**src/rtl/minmax_pkg.sv**
```systemverilog
// Shared types and helpers for the windowed min/max tracker.
// The compare helper works on CMP_W-bit operands; callers extend their samples to that width first.
package minmax_pkg;

  localparam int unsigned CMP_W = 64;

  typedef enum logic {
    EMPTY = 1'b0,
    TRACK = 1'b1
  } state_e;

  function automatic int unsigned cnt_w(input int unsigned window);
    return $clog2(window + 1);
  endfunction

  function automatic logic less_than(input logic [CMP_W-1:0] a,
                                     input logic [CMP_W-1:0] b,
                                     input logic             signed_mode);
    if (signed_mode) begin
      return $signed(a) < $signed(b);
    end
    return a < b;
  endfunction

endpackage

```
**src/rtl/minmax_datapath.sv**
```systemverilog
// Running min/max registers, compare-select and the held window result.
// WIDTH is limited to minmax_pkg::CMP_W bits.
module minmax_datapath
  import minmax_pkg::*;
#(
  parameter int unsigned WIDTH  = 32,
  parameter int unsigned SIGNED = 0
) (
  input  logic             clk,
  input  logic             rst,
  input  logic [WIDTH-1:0] in_data,
  input  logic             load_first,
  input  logic             update,
  input  logic             commit,
  input  logic             clr_partial,
  output logic [WIDTH-1:0] run_min,
  output logic [WIDTH-1:0] run_max,
  output logic [WIDTH-1:0] res_min,
  output logic [WIDTH-1:0] res_max
);

  localparam logic SGN = (SIGNED != 0);

  logic [WIDTH-1:0] run_min_q, run_min_d;
  logic [WIDTH-1:0] run_max_q, run_max_d;
  logic [WIDTH-1:0] res_min_q, res_min_d;
  logic [WIDTH-1:0] res_max_q, res_max_d;
  logic [WIDTH-1:0] cand_min, cand_max;

  function automatic logic [CMP_W-1:0] widen(input logic [WIDTH-1:0] x);
    if (SGN) begin
      return CMP_W'(signed'(x));
    end
    return CMP_W'(x);
  endfunction

  // Candidate extremes including the incoming sample; ties keep the held value.
  always_comb begin
    cand_min = in_data;
    cand_max = in_data;
    if (!load_first) begin
      cand_min = less_than(widen(in_data), widen(run_min_q), SGN) ? in_data : run_min_q;
      cand_max = less_than(widen(run_max_q), widen(in_data), SGN) ? in_data : run_max_q;
    end
  end

  always_comb begin
    run_min_d = run_min_q;
    run_max_d = run_max_q;
    res_min_d = res_min_q;
    res_max_d = res_max_q;
    if (clr_partial) begin
      run_min_d = '0;
      run_max_d = '0;
    end else if (commit) begin
      res_min_d = cand_min;
      res_max_d = cand_max;
      run_min_d = '0;
      run_max_d = '0;
    end else if (load_first || update) begin
      run_min_d = cand_min;
      run_max_d = cand_max;
    end
  end

  always_ff @(posedge clk) begin
    if (rst) begin
      run_min_q <= '0;
      run_max_q <= '0;
      res_min_q <= '0;
      res_max_q <= '0;
    end else begin
      run_min_q <= run_min_d;
      run_max_q <= run_max_d;
      res_min_q <= res_min_d;
      res_max_q <= res_max_d;
    end
  end

  assign run_min = run_min_q;
  assign run_max = run_max_q;
  assign res_min = res_min_q;
  assign res_max = res_max_q;

endmodule

```
**src/rtl/minmax_window_tracker.sv**
```systemverilog
// Windowed streaming min/max tracker: controller FSM plus compare/register datapath.
// A window closes on the WINDOW-th accepted sample; the next window may start the following cycle.
module minmax_window_tracker
  import minmax_pkg::*;
#(
  parameter int unsigned WIDTH  = 32,
  parameter int unsigned WINDOW = 16,
  parameter int unsigned SIGNED = 0
) (
  input  logic                         clk,
  input  logic                         rst,
  input  logic                         in_valid,
  input  logic [WIDTH-1:0]             in_data,
  input  logic                         clear,
  output logic [WIDTH-1:0]             running_min,
  output logic [WIDTH-1:0]             running_max,
  output logic [cnt_w(WINDOW)-1:0]     sample_count,
  output logic                         out_valid,
  output logic [WIDTH-1:0]             out_min,
  output logic [WIDTH-1:0]             out_max
);

  localparam int unsigned CNT_W = cnt_w(WINDOW);

  state_e           state_q, state_d;
  logic [CNT_W-1:0] count_q, count_d;
  logic             out_valid_q, out_valid_d;
  logic             load_first, update, commit, clr_partial;
  logic             last_sample;

  assign last_sample = (count_q == CNT_W'(WINDOW - 1));

  // Next-state and datapath strobes; clear wins over a same-cycle sample.
  always_comb begin
    state_d     = state_q;
    count_d     = count_q;
    load_first  = 1'b0;
    update      = 1'b0;
    commit      = 1'b0;
    clr_partial = 1'b0;
    if (clear) begin
      state_d     = EMPTY;
      count_d     = '0;
      clr_partial = 1'b1;
    end else if (in_valid) begin
      load_first = (state_q == EMPTY);
      update     = (state_q == TRACK);
      if (last_sample) begin
        commit  = 1'b1;
        state_d = EMPTY;
        count_d = '0;
      end else begin
        state_d = TRACK;
        count_d = count_q + CNT_W'(1);
      end
    end
    out_valid_d = commit;
  end

  always_ff @(posedge clk) begin
    if (rst) begin
      state_q     <= EMPTY;
      count_q     <= '0;
      out_valid_q <= 1'b0;
    end else begin
      state_q     <= state_d;
      count_q     <= count_d;
      out_valid_q <= out_valid_d;
    end
  end

  minmax_datapath #(
    .WIDTH  (WIDTH),
    .SIGNED (SIGNED)
  ) u_datapath (
    .clk         (clk),
    .rst         (rst),
    .in_data     (in_data),
    .load_first  (load_first),
    .update      (update),
    .commit      (commit),
    .clr_partial (clr_partial),
    .run_min     (running_min),
    .run_max     (running_max),
    .res_min     (out_min),
    .res_max     (out_max)
  );

  assign sample_count = count_q;
  assign out_valid    = out_valid_q;

endmodule

```
**config.mk**
```make
export PLATFORM = sky130hd
export DESIGN_NAME = minmax_window_tracker
export DESIGN_NICKNAME = d
export VERILOG_FILES = /design/src/rtl/minmax_pkg.sv /design/src/rtl/minmax_datapath.sv /design/src/rtl/minmax_window_tracker.sv
export SDC_FILE = /design/constraint.sdc
export NUM_CORES = 1
export LEC_CHECK = 0
export CAP_MARGIN = 20
export CORE_UTILIZATION = 40
export CTS_CLUSTER_DIAMETER = 40
export DETAILED_ROUTE_END_ITERATION = 8
export PLACE_DENSITY = 0.69
export SYNTH_ARGS = -nofsm -noshare
export SYNTH_HDL_FRONTEND = slang
export SYNTH_SLANG_ARGS = --single-unit
```
**constraint.sdc**
```tcl
create_clock -name clk -period 2.4 [get_ports clk]
set_clock_uncertainty 0.15 [all_clocks]
set_input_delay 0.36 -clock clk [delete_from_list [all_inputs] [get_ports clk]]
set_output_delay 0.36 -clock clk [all_outputs]
set_load 0.02 [all_outputs]
```
## Word-level counts from Yosys, hierarchy flattened

Index checks and enable logic that the tools add are counted.

- Register bits: 135
- Bits of input ports: 36
- Output and inout bits: 134
- Word-level logic and storage cells: 31

- Add/subtract/negate cells: 1
- $lt $le $gt $ge: 2
- Equal/unequal tests: 1
- Muxes and demuxes: 14
- Bitwise operators: 2
- Reductions and logical operators: 4

Operators by type and width:

| kind | count |
|---|---|
| $mux W32 | 4 |
| $lt A32 B32 Y1 | 2 |
| $mux W1 | 9 |
| $add A5 B1 Y5 const B | 1 |
| $eq A5 B4 Y1 const B | 1 |
| $mux W5 | 1 |
| $reduce_or A3 Y1 | 1 |
| $not A1 Y1 | 2 |
| $reduce_and A2 Y1 | 1 |
| $reduce_or A2 Y1 | 1 |
| $logic_or A1 B1 Y1 | 1 |

## Logic depth before layout (Yosys ltp)

Gate-level depths: netlist of the first run.

- Depth after elaboration: 5
- Mapped depth: 9
- Gate-level depth less buffers: 8

## By module

A second synthesis of the first run with hierarchy kept.

- Cells, all modules: 824
- Area total of the unflattened synthesis: 7458.4 um^2

By module, submodules not included:

| module | times used | cells an instance | area an instance (um^2) | sequential area each (um^2) |
|---|---|---|---|---|
| minmax_datapath | 1 | 793 | 7138.1 | 2562.5 |
| minmax_window_tracker | 1 | 31 | 320.3 | 140.1 |

## Worst setup path before layout of the first run

Ideal clock, no wire load.

- Path kind: reg-to-reg
- Start point: register u_datapath.run_max_q[6], in the netlist u_datapath.run_max[6]
- End point: register u_datapath.run_max_q[10], in the netlist u_datapath.run_max[10]
- Data arrival time: 2.353 ns
- Required time: 2.178 ns
- Slack: -0.175 ns
- Cell stages (with the launch flop): 9
- Path buffers: 1
- Cells stage by stage: dfxtp_1 ha_1 a211oi_1 a211o_1 a31oi_1 o311a_4 nor4_4 buf_6 mux2i_1

- Longest elaborated chain between the ends: 3

RTL lines:

| what | RTL line | RTL |
|---|---|---|
| start, declared | minmax_datapath.sv:25 | `logic [WIDTH-1:0] run_max_q, run_max_d;` |
| start signal, assigned | minmax_datapath.sv:74 | `run_max_q <= run_max_d;` |
| $lt A32 B32 Y1 | minmax_pkg.sv:22 | `return a < b;` |
| $mux W32 | minmax_datapath.sv:43 | `cand_max = less_than(widen(run_max_q), widen(in_data), SGN) ? in_data : run_max_q;` |
| $mux W32 | minmax_datapath.sv:41 | `if (!load_first) begin` |

Every way passes these cells.
A chain may end at the register's enable or synchronous reset.

## Worst setup path in the final report of the first run

- Start point: register u_datapath.run_max_q[12], in the netlist u_datapath.run_max[12]
- End point: register u_datapath.res_max_q[1], in the netlist u_datapath.res_max[1]

- Longest elaborated chain between the ends: 3

RTL lines:

| what | RTL line | RTL |
|---|---|---|
| $lt A32 B32 Y1 | minmax_pkg.sv:22 |  |
| $mux W32 | minmax_datapath.sv:43 |  |
| $mux W32 | minmax_datapath.sv:41 |  |
| end signal, assigned | minmax_datapath.sv:76 | `res_max_q <= res_max_d;` |
| end, declared | minmax_datapath.sv:27 | `logic [WIDTH-1:0] res_max_q, res_max_d;` |

Every way passes these cells.

==> results of run 1 <==
[path summary, 6_finish.rpt]
path | cells past startpoint | from | to
setup / recovery | 11 | u_datapath.run_max[12]$_SDFFE_PP0P_ | u_datapath.res_max[1]$_SDFFE_PP0P_
hold / removal | 3 | in_data[25] | u_datapath.res_min[25]$_SDFFE_PP0P_
setup reg to reg | 11 | u_datapath.run_max[12]$_SDFFE_PP0P_ | u_datapath.res_max[1]$_SDFFE_PP0P_
hold reg to reg | 2 | u_datapath.run_min[28]$_SDFFE_PP0P_ | u_datapath.run_min[28]$_SDFFE_PP0P_
[through the flow]
stage	setup slack (ps)	utilization [%]	cell area, um2
after CTS	-211	69.1	12400
after global routing	-294	71.0	12700
after floorplan	-48.1	-	7460
after detailed placement	-911	60.1	10800
final	-230	71.0	12700
after global placement	-837	60.1	10800
[layout make-up]
cell class | count | area [um2] | area share [%]
clock buffer | 21 | 503 | 3.96
clock inverter | 10 | 139 | 1.09
inverter | 65 | 249 | 1.96
multi-input combinational | 607 | 5040 | 39.6
sequential | 135 | 2740 | 21.6
tap | 229 | 287 | 2.25
timing repair buffer | 381 | 3750 | 29.5
[timing repair]
action	CTS	global route
resized for setup	200	91
pin swaps	106	61
buffers inserted	25	5
setup endpoints to repair	128	128
gates cloned	13	0
[registers in the layout, indices dropped and copies added, names as in the netlist]
signal,flops
u_datapath.res_max,32
u_datapath.res_min,32
u_datapath.run_max,32
u_datapath.run_min,32
sample_count,5
out_valid,1
state_q,1
[synth_stat cells (3+ instances only)]
| cell | number | area share [%] |
|---|---|---|
| dfxtp_1 | 135 | 37 |
| nand2_1 | 112 | 5.8 |
| o21ai_0 | 71 | 4.9 |
| mux2i_1 | 66 | 9.0 |
| inv_1 | 65 | 3.3 |
| ha_1 | 63 | 11 |
| nand3_1 | 60 | 4.1 |
| nor2_1 | 60 | 3.1 |
| a311oi_1 | 49 | 5.9 |
| clkbuf_1 | 41 | 2.1 |
| a21oi_1 | 36 | 2.5 |
| a31oi_1 | 11 | 0.94 |
| buf_2 | 11 | 0.75 |
| nand4_1 | 11 | 0.94 |
| a21o_1 | 9 | 0.93 |
| nor3_1 | 9 | 0.62 |
| o31a_1 | 6 | 0.72 |
| and4_1 | 4 | 0.48 |
| buf_6 | 4 | 0.62 |
| nand2b_1 | 4 | 0.34 |
| a221oi_1 | 3 | 0.36 |
| buf_1 | 3 | 0.15 |
| buf_4 | 3 | 0.31 |
[placed cells by master, fill, tap and decap left out, types with 18 or more instances in the layout]
| cell | n |
|---|---|
| a21oi_1 | 24 |
| a311oi_1 | 32 |
| buf_12 | 22 |
| buf_4 | 153 |
| buf_6 | 24 |
| clkbuf_16 | 19 |
| clkdlybuf4s50_1 | 136 |
| dfxtp_1 | 108 |
| dfxtp_2 | 24 |
| dlygate4sd2_1 | 30 |
| ha_1 | 44 |
| inv_1 | 55 |
| mux2i_1 | 65 |
| nand2_1 | 112 |
| nand3_1 | 35 |
| nand3_2 | 18 |
| nor2_1 | 57 |
| o21ai_0 | 25 |
| o21ai_2 | 27 |
[worst min-delay path, stage by stage]
cell,delay [ps]
clkdlybuf4s15_1,240
nand3_2,90
a31oi_1,60
[power by group through the flow]
stage	Combinational [W]	Sequential, W	Clock [W]
after CTS	0.000925	0.00229	0.00285
final	0.000987	0.00229	0.00284
after detailed placement	0.000829	0.00233	0
after global routing	0.00105	0.00229	0.00294
after floorplan	0.000353	0.00237	0
after global placement	0.000818	0.00233	0
[per-layer routing]
| layer | vias to the layer above | GRT usage, % |
|---|---|---|
| met4 | 0 | 15.1 |
| met2 | 408 | 50.3 |
| met1 | 4058 | 37.8 |
| met3 | 98 | 6.11 |
| met5 | - | 0 |
| li1 | 3807 | - |
[kinds of logic after synthesis]
logic type | synth area share (%)
and+or+nand+nor | 16.9
AOI/OAI and AO/OA | 18.8
DFF | 37.0
buffers and inverters | 7.28
muxes | 9.05
adders and majority gates | 10.8
xor gates and xnor gates | 0.240
==> results.md, run 1 <==
* Met2 routed wirelength at ~14000 um
* Number of hold violations in the final report at 0
* Drt pass-1 iters at 7
* Post-cts hold buffer count at 0
* Number of rows in the core area at 49
* Leftover overflow at the end of global routing at 0
* Wire length of the first global-routing pass at 43500 um
* Length of routed wiring on met1 at 12000 um
* Internal power component at 0.00453 W
* Overall routing resource usage at about 31%
* Tot Pwr at roughly 0.006 W
* Period utilization at 110%
* Final-layout fill cell count at about 1200
* H-tree depth reported by CTS at 4
* Starting Density at between 40 and 50%
* Net count of the mapped netlist at 968
* Highest layer used for signal routing: met4
* Yosys cell types at 50
* Area of the placeable core at roughly 0.018 mm2
* IR drop worst, VDD at approximately 500 uV
* CP Data Arrival Time at roughly 2800 ps
* Max FO, Critical Path at 7
* Number of nets in the finished design at 1306
* Slew margin rel. at 50.1%
* Sum of negative setup slack at -12660 ps
* Unrepaired setup endpoints after global routing: true
* WL per Instance at about 20 um
* Clk pwr share at roughly 47%
* Total of endpoints with negative setup slack in the final report at between 100 and 150
* Hold Crit Class: input port to flop
* Inserted Diodes at 0
* Area growth syn-to-layout at 74.1%
* Mapped Area at 0.00730 mm2
* Tightest Pin Transition at around 750 ps
* Setup slack of the worst register-to-register path at -230 ps
* Post-synthesis sequential area ratio at a little under two fifths
* WP data required at ~2500 ps
* Share of synthesized flip-flops with an asynchronous set or reset at 0%
* I/O pin count at 170
* Routed length on met3 at ~2100 um
* Library cell used as clock root buffer: clkbuf_16
* Count of input and output buffers at 169
* Cells along the critical path: ha_4 > nand4_1 > or3_4 > nor4_4 > buf_4 > o311ai_4 > buf_6 > buf_8 > buf_12 > nand3_4 > a311oi_2
* Die ar. at ~0.019 mm2
* Dpl hpwl at roughly 18000 um
* Synth warnings at 0
* Status: complete, but fails checks
* Net load switching power at roughly 0.0016 W
* Height of the chip at between 100 and 150 um
* Maximum number of pins on one net before global-route repair at between 50 and 60
* Routed Wire Length at between 20000 and 30000 um
* Final critical-path required period at around 2600 ps
* Critical path startpoint category: flop
* Synthesized area per cell at roughly 8.4 um2
* Maximum buffer depth of the clock tree at 2
* Number of sinks on the clock net at ~140
* Tightest hold margin at 226 ps
* Vias per cell at a little under 6
* Placed cell count at between 1000 and 1500
* Switching Fraction at 26.0%
* Crit-path max cell delay at 450 ps
* Post-detailed-route DRC marker count at 0
* Final Max Slew Viols at 0
* Via count of the first global-routing pass at 8175
* Master of the slowest instance on the critical path: or3_4
* CTS tree: yes
* Least setup slack across all paths after layout at -230 ps
* Sequential group share of total power at between 30% and 40%
* Ratio of cells with drive above 1 in the final layout at 34.8%
* Filler-free cell count of the finished design at roughly 1400
* Largest delay share family, worst path: simple AND/OR/NAND/NOR gates
* Initial drt markers at around 650
* Comb power frac at between 15 and 20%
* Detail Route Antenna Nets at 0
* Antenna violations before repair at 0
* Number of enable-type register cells in the synthesized netlist at 0
* Power density over cell area at roughly 480 mW/mm2
* Max-cap violation count at 0
* Number of CTS-inserted buffers at 17
* Clock-pin slew on the worst setup and hold paths at around 60 ps
* Combined buffer and inverter count along the critical path at 4
* Clock latency reported for the late side of the worst-skew pair at between 400 and 500 ps
* Number of synthesized register bits at 135
* Achievable clock frequency at 380 MHz
* Leading register cell type out of synthesis: dfxtp_1
* X dimension of the die at 137 um
* Critical path class: flop to flop
* Total via count in the routed design at ~8400
* Violated checks: negative setup slack
* Leakage Power at roughly 5.2 nW
* Routability-driven placement congestion ratio at 0.873
* Kind of end point of the critical path: flop
* Cells after Synth at 869
(Power assumes the default switching activity.)
==> inputs of run 2 (changes only) <==
TNS_END_PERCENT = 1   (was unset)
==> results.md, run 2 (synthesis results as in run 1) <==
* Period utilization at 112% (was 110%)
* Die ar. at 0.0188 mm2 (unchanged)
* Tightest Pin Transition at 693 ps (was 748 ps)
* Vias per cell at 5.54 (was 5.78)
* Number of sinks on the clock net at 135 (unchanged)
* Drt pass-1 iters at 5 (was 7)
* Max FO, Critical Path at 5 (was 7)
* Antenna violations before repair at 0 (unchanged)
* Maximum number of pins on one net before global-route repair at 76 (was 51)
* Routed Wire Length at 26900 um (was 29000 um)
* Number of hold violations in the final report at 0 (unchanged)
* Leftover overflow at the end of global routing at 0 (unchanged)
* Area growth syn-to-layout at 64.9% (was 74.1%)
* H-tree depth reported by CTS at 4 (unchanged)
* Post-cts hold buffer count at 0 (unchanged)
* Pre-CTS worst setup slack at -926 ps (was -911 ps)
* Area of the placeable core at 0.0179 mm2 (unchanged)
* Dpl hpwl at 17800 um (was 18300 um)
* Sum of negative setup slack at -14060 ps (was -12660 ps)
* Hold EP: u_datapath.res_min[18]$_SDFFE_PP0P_ (was u_datapath.res_min[25]$_SDFFE_PP0P_)
* WP data required at 2550 ps (was 2530 ps)
* Filler-free cell count of the finished design at 1433 (was 1448)
* Library cell used as clock root buffer: clkbuf_16 (unchanged)
* I/O pin count at 170 (unchanged)
* Switching Fraction at 26.7% (was 26.0%)
* Net load switching power at 0.00160 W (was 0.00159 W)
* Via count of the first global-routing pass at 7451 (was 8175)
* Internal power component at 0.00439 W (was 0.00453 W)
* Status: complete, but fails checks (unchanged)
* Slew margin rel. at 53.8% (was 50.1%)
* Sequential group share of total power at 38.2% (was 37.4%)
* Clock latency reported for the late side of the worst-skew pair at 430 ps (was 440 ps)
* Comb power frac at 15.9% (was 16.1%)
* Leakage Power at 4.99 nW (was 5.15 nW)
* Initial drt markers at 508 (was 654)
* Total via count in the routed design at 7942 (was 8371)
* Final Max Slew Viols at 0 (unchanged)
* Setup slack of the worst register-to-register path at -290 ps (was -230 ps)
* Crit-path max cell delay at 380 ps (was 450 ps)
* Height of the chip at 137 um (unchanged)
* Final critical-path required period at 2690 ps (was 2630 ps)
* Critical path class: flop to flop (unchanged)
* Overall routing resource usage at 27.9% (was 30.6%)
* Max-cap violation count at 0 (unchanged)
* Unrepaired setup endpoints after global routing: true (unchanged)
* Top cell by count, worst path: buf_4
* Maximum buffer depth of the clock tree at 2 (unchanged)
* Worst flop-to-flop path endpoint: u_datapath.res_max[6]$_SDFFE_PP0P_ (was u_datapath.res_max[1]$_SDFFE_PP0P_)
* Commonest cells after routing, fill and taps aside: 167 x buf_4, 140 x clkdlybuf4s50_1, 120 x dfxtp_1 (was 153 x buf_4, 136 x clkdlybuf4s50_1, 112 x nand2_1)
* Hold Path Cell Cnt at 4 (was 3)
* Achievable clock frequency at 372 MHz (was 380 MHz)
* Hold path startpoint: in_data[18] (was in_data[25])
* Total of endpoints with negative setup slack in the final report at 128 (was 127)
* IR drop worst, VDD at 514 uV (was 505 uV)
* Master of the slowest instance on the critical path: or3_1 (was or3_4)
* Number of nets in the finished design at 1290 (was 1306)
* Worst reg2reg startpoint: u_datapath.run_max[14]$_SDFFE_PP0P_ (was u_datapath.run_max[12]$_SDFFE_PP0P_)
* Least setup slack across all paths after layout at -291 ps (was -230 ps)
* Post-detailed-route DRC marker count at 0 (unchanged)
* Kind of end point of the critical path: flop (unchanged)
* Ratio of cells with drive above 1 in the final layout at 27.7% (was 34.8%)
* R2r worst-path depth at 10 (was 11)
* Detail Route Antenna Nets at 0 (unchanged)
* Utilization after layout at 67.3% (was 71.0%)
* Number of rows in the core area at 49 (unchanged)
* Violated checks: negative setup slack (unchanged)
* X dimension of the die at 137 um (unchanged)
* Commonest non-fill, non-tap cell in the layout: buf_4 (unchanged)
* Power density over cell area at 497 mW/mm2 (was 481 mW/mm2)
* Wire length of the first global-routing pass at 39600 um (was 43500 um)
* Tightest hold margin at 248 ps (was 226 ps)
* Clock-pin slew on the worst setup and hold paths at 60 ps (about the same)
* Inserted Diodes at 0 (unchanged)
* CP Data Arrival Time at 2840 ps (was 2760 ps)
* Placed cell count at 1381 (was 1382)
* Routability-driven placement congestion ratio at 0.866 (was 0.873)
* Hold Crit Class: input port to flop (unchanged)
* Cells along the critical path: ha_4 > nand4_1 > or3_1 > nor4_2 > buf_4 > buf_6 > o311ai_4 > buf_4 > a31oi_1 > a21oi_1 (was ha_4 > nand4_1 > or3_4 > nor4_4 > buf_4 > o311ai_4 > buf_6 > buf_8 > buf_12 > nand3_4 > a311oi_2)
* CTS tree: yes (unchanged)
* Critical path startpoint category: flop (unchanged)
* Starting Density at 40.8% (unchanged)
* Count of input and output buffers at 169 (unchanged)
* Clk pwr share at 45.9% (was 46.5%)
* Number of CTS-inserted buffers at 17 (unchanged)
* WL per Instance at 18.7 um (was 20.1 um)
-- run 2: timing repair --
action,4_1_cts,5_1_grt
pin swaps,43,32
buffers inserted,11,4
gates resized for setup,69,74
endpoints found under the setup margin,128,128
gates cloned,3,2
-- run 2: power groups by stage --
stage	sequential, W	combinational, W	clock (W)
floorplan	0.00237	0.000346	0
global placement	0.00233	0.000793	0
detailed placement	0.00233	0.000802	0
CTS	0.00228	0.000881	0.00276
global route	0.00229	0.00101	0.00288
finish	0.00229	0.000951	0.00275
-- run 2: how the worst max path moves through the flow --
stage / start / end / slack, ps / cells past startpoint
floorplan: u_datapath.run_max[15]$_SDFFE_PP0P_ / u_datapath.res_max[10]$_SDFFE_PP0P_ / -90 / 8
global placement: in_data[1] / u_datapath.run_max[14]$_SDFFE_PP0P_ / -840 / 10
detailed placement: in_data[13] / u_datapath.run_max[25]$_SDFFE_PP0P_ / -930 / 11
CTS: u_datapath.run_max[14]$_SDFFE_PP0P_ / u_datapath.res_max[18]$_SDFFE_PP0P_ / -290 / 11
global route: u_datapath.run_max[14]$_SDFFE_PP0P_ / u_datapath.res_max[15]$_SDFFE_PP0P_ / -400 / 9
finish: u_datapath.run_max[14]$_SDFFE_PP0P_ / u_datapath.res_max[6]$_SDFFE_PP0P_ / -290 / 10
-- run 2: area by class of cell --
class,count,area (um2)
well taps,229,287
fillers,1344,5860
inverters,65,244
multi-input cells,607,4700
clock inverters,14,176
flip-flops and latches,135,2730
clock buffers,18,439
repair buffers,365,3470
-- run 2: critical path, delay by kind of cell, from the launching register on --
family	cells	cell delay [ps]
simple gates	3	800
compound gates	3	500
buf+inv	3	470
flops	1	360
fa+ha+maj	1	270
-- run 2: routing by layer --
layer  wire length (um)  GRT usage, %  up-vias
met5                  0             0        -
li1                   -             -     3768
met3               1820          4.78       55
met1              11700          36.2     3775
met2              12700          45.9      344
met4                662          10.9        0
-- run 2: through the flow --
| step | power (W) | area [um2] |
|---|---|---|
| finish | 0.00598 | 12000 |
| global route | 0.00618 | 12000 |
| CTS | 0.00593 | 11600 |
| detailed placement | 0.00314 | 10600 |
| global placement | 0.00312 | 10600 |
| floorplan | 0.00272 | 7380 |
==> inputs of run 3 (changes only) <==
GPL_ROUTABILITY_DRIVEN = 0   (was unset)
==> results of run 3 <==
No change in the layout: final DEF, timing and power equal those of run 2.
==> variant, RTL diff (config.mk and constraints of run 2) <==
Register the output `sample_count` once more, without a reset; this adds one clock of latency there. The other outputs are not delayed to match.
--- a/src/rtl/minmax_window_tracker.sv
+++ b/src/rtl/minmax_window_tracker.sv
@@ -87,5 +87,7 @@
   );
 
-  assign sample_count = count_q;
+  always_ff @(posedge clk) begin
+    sample_count <= count_q;
+  end
   assign out_valid    = out_valid_q;
 
Behaviour: not the same (a bounded check fails within 4 cycles, from zero or initial values and one cycle with rst high).
==> variant against run 2 <==
The run still ends with setup timing left; global-route usage is 0.57 points lower; wire length is 1.0% lower; critical path depth is 1 higher; first-iteration DRC count up 4.5%; power barely moved; sequential cell count up 5; clock power shrank 1%; worst setup slack better by 0.018 ns; area after synthesis grew 1.3%; sequential power grew 3%; cell area increased by 0.44%; combinational power down 5.6%; count of clock-buffer cells in the layout increased by 2.
==> variant: results (changes against run 2) <==
detailed-route wire length per cell: 18.7 µm (-0.33%)
gr usage total: 27.3% (-0.57 points)
Final Non-Filler Cells: 1423 (-0.70%)
Global Route met3 Usage: 4.06% (-0.72 points)
Synth Net Count: 973 (+0.52%)
internal cell power: 4.45 mW (+1.3%)
Comb power frac: 15.0% (-0.9 points)
Final WS setup: -0.273 ns (+0.0177 ns)
hpwl dp: 18.1 mm (+1.6%)
dpl cell area: 10600 µm² (+0.51%)
top routing layer used: met4
total vias in the final route: 7883 (-0.74%)
final setup violating endpoints: 128 (unchanged)
Worst slew margin: 66.0% (+12 points)
status: complete, but fails checks
Post-synth top cells: dfxtp_1 (140), nand2_1 (112), nand3_1 (72)
Adder-Cell Fraction of Synth Area: 10.7% (-0.14 points)
met1 global-route usage: 35.2% (-0.96 points)
GPL Wtd Cong: 0.864 (-0.31%)
Num CTS Buffers: 17 (unchanged)
XOR/XNOR share of the synthesized area: 0.237% (-0.0030 points)
M2 GR Usage: 45.4% (-0.46 points)
Clock Latency Late Sink: 0.43 ns (about the same)
Top Family by Delay on Critical Path: buffers and inverters
metal3 WL: 1.72 mm (-6.0%)
Seq/Total Area, Yosys: 37.9% (+0.89 points)
largest net degree at the start of global routing: 61 (-20%)
complex-gate fraction of the synthesized area: 17.3% (-1.5 points)
first-pass GRT wire length: 39.4 mm (-0.49%)
multiplexer share of the synthesized area: 8.93% (-0.11 points)
1st-iter DRT viols: 531 (+4.5%)
Comb power: 0.898 mW (-5.6%)
post-synth cell types: 50 (unchanged)
VDD IR-drop max: 0.531 mV (+3.4%)
layout cells sized above 1: 27.4% (-0.27 points)
Critical Path Fanout Max: 9 (+4)
WL met1: 11.3 mm (-2.8%)
Critical-path top delay cell: clkdlybuf4s50_1
metal2 WL: 12.7 mm (about the same)
Avg Inst Size Synth: 8.46 µm² (+0.69%)
slowest cell delay on critical path: 0.50 ns (+0.12 ns)
worst slack at placement: -0.911 ns (+0.0146 ns)
Seq pwr share: 39.6% (+1.4 points)
largest cells by area after synthesis: dfxtp_1 (38%), ha_1 (11%), mux2i_1 (8.9%)
Net count, final: 1281 (-0.70%)
vias in the first global route: 7505 (+0.72%)
final setup TNS: -15.74 ns (-1.69 ns)
Leak: 4.92 nW (-1.6%)
clk buf depth: 2 (unchanged)
failing checks: setup timing
## variant: layout make-up
| cell class | instances | area (µm²) |
|---|---|---|
| inverter | 65 | 244 |
| tap | 229 | 287 |
| timing repair buffer | 351 | 3460 |
| sequential | 140 | 2820 |
| fill | 1427 | 5930 |
| multi-input combinational | 607 | 4690 |
| clock buffer | 20 | 457 |
| clock inverter | 11 | 144 |
## variant: path summary, 6_finish.rpt
check	start	endpoint	slack, ns	cells past startpoint
setup reg to reg	u_datapath.run_max[12]$_SDFFE_PP0P_	u_datapath.res_max[27]$_SDFFE_PP0P_	-0.25	9
hold / removal	in_data[16]	u_datapath.res_min[16]$_SDFFE_PP0P_	0.16	3
hold reg to reg	count_q[1]$_SDFFE_PP0P_	sample_count[1]$_DFF_P_	0.24	0
setup / recovery	in_data[29]	u_datapath.res_max[27]$_SDFFE_PP0P_	-0.27	11
## variant: timing repair
action	in CTS	in global routing
gates cloned	4	3
setup endpoints to repair	128	128
pin swaps	39	60
gates resized for setup	82	86
setup buffers	5	10
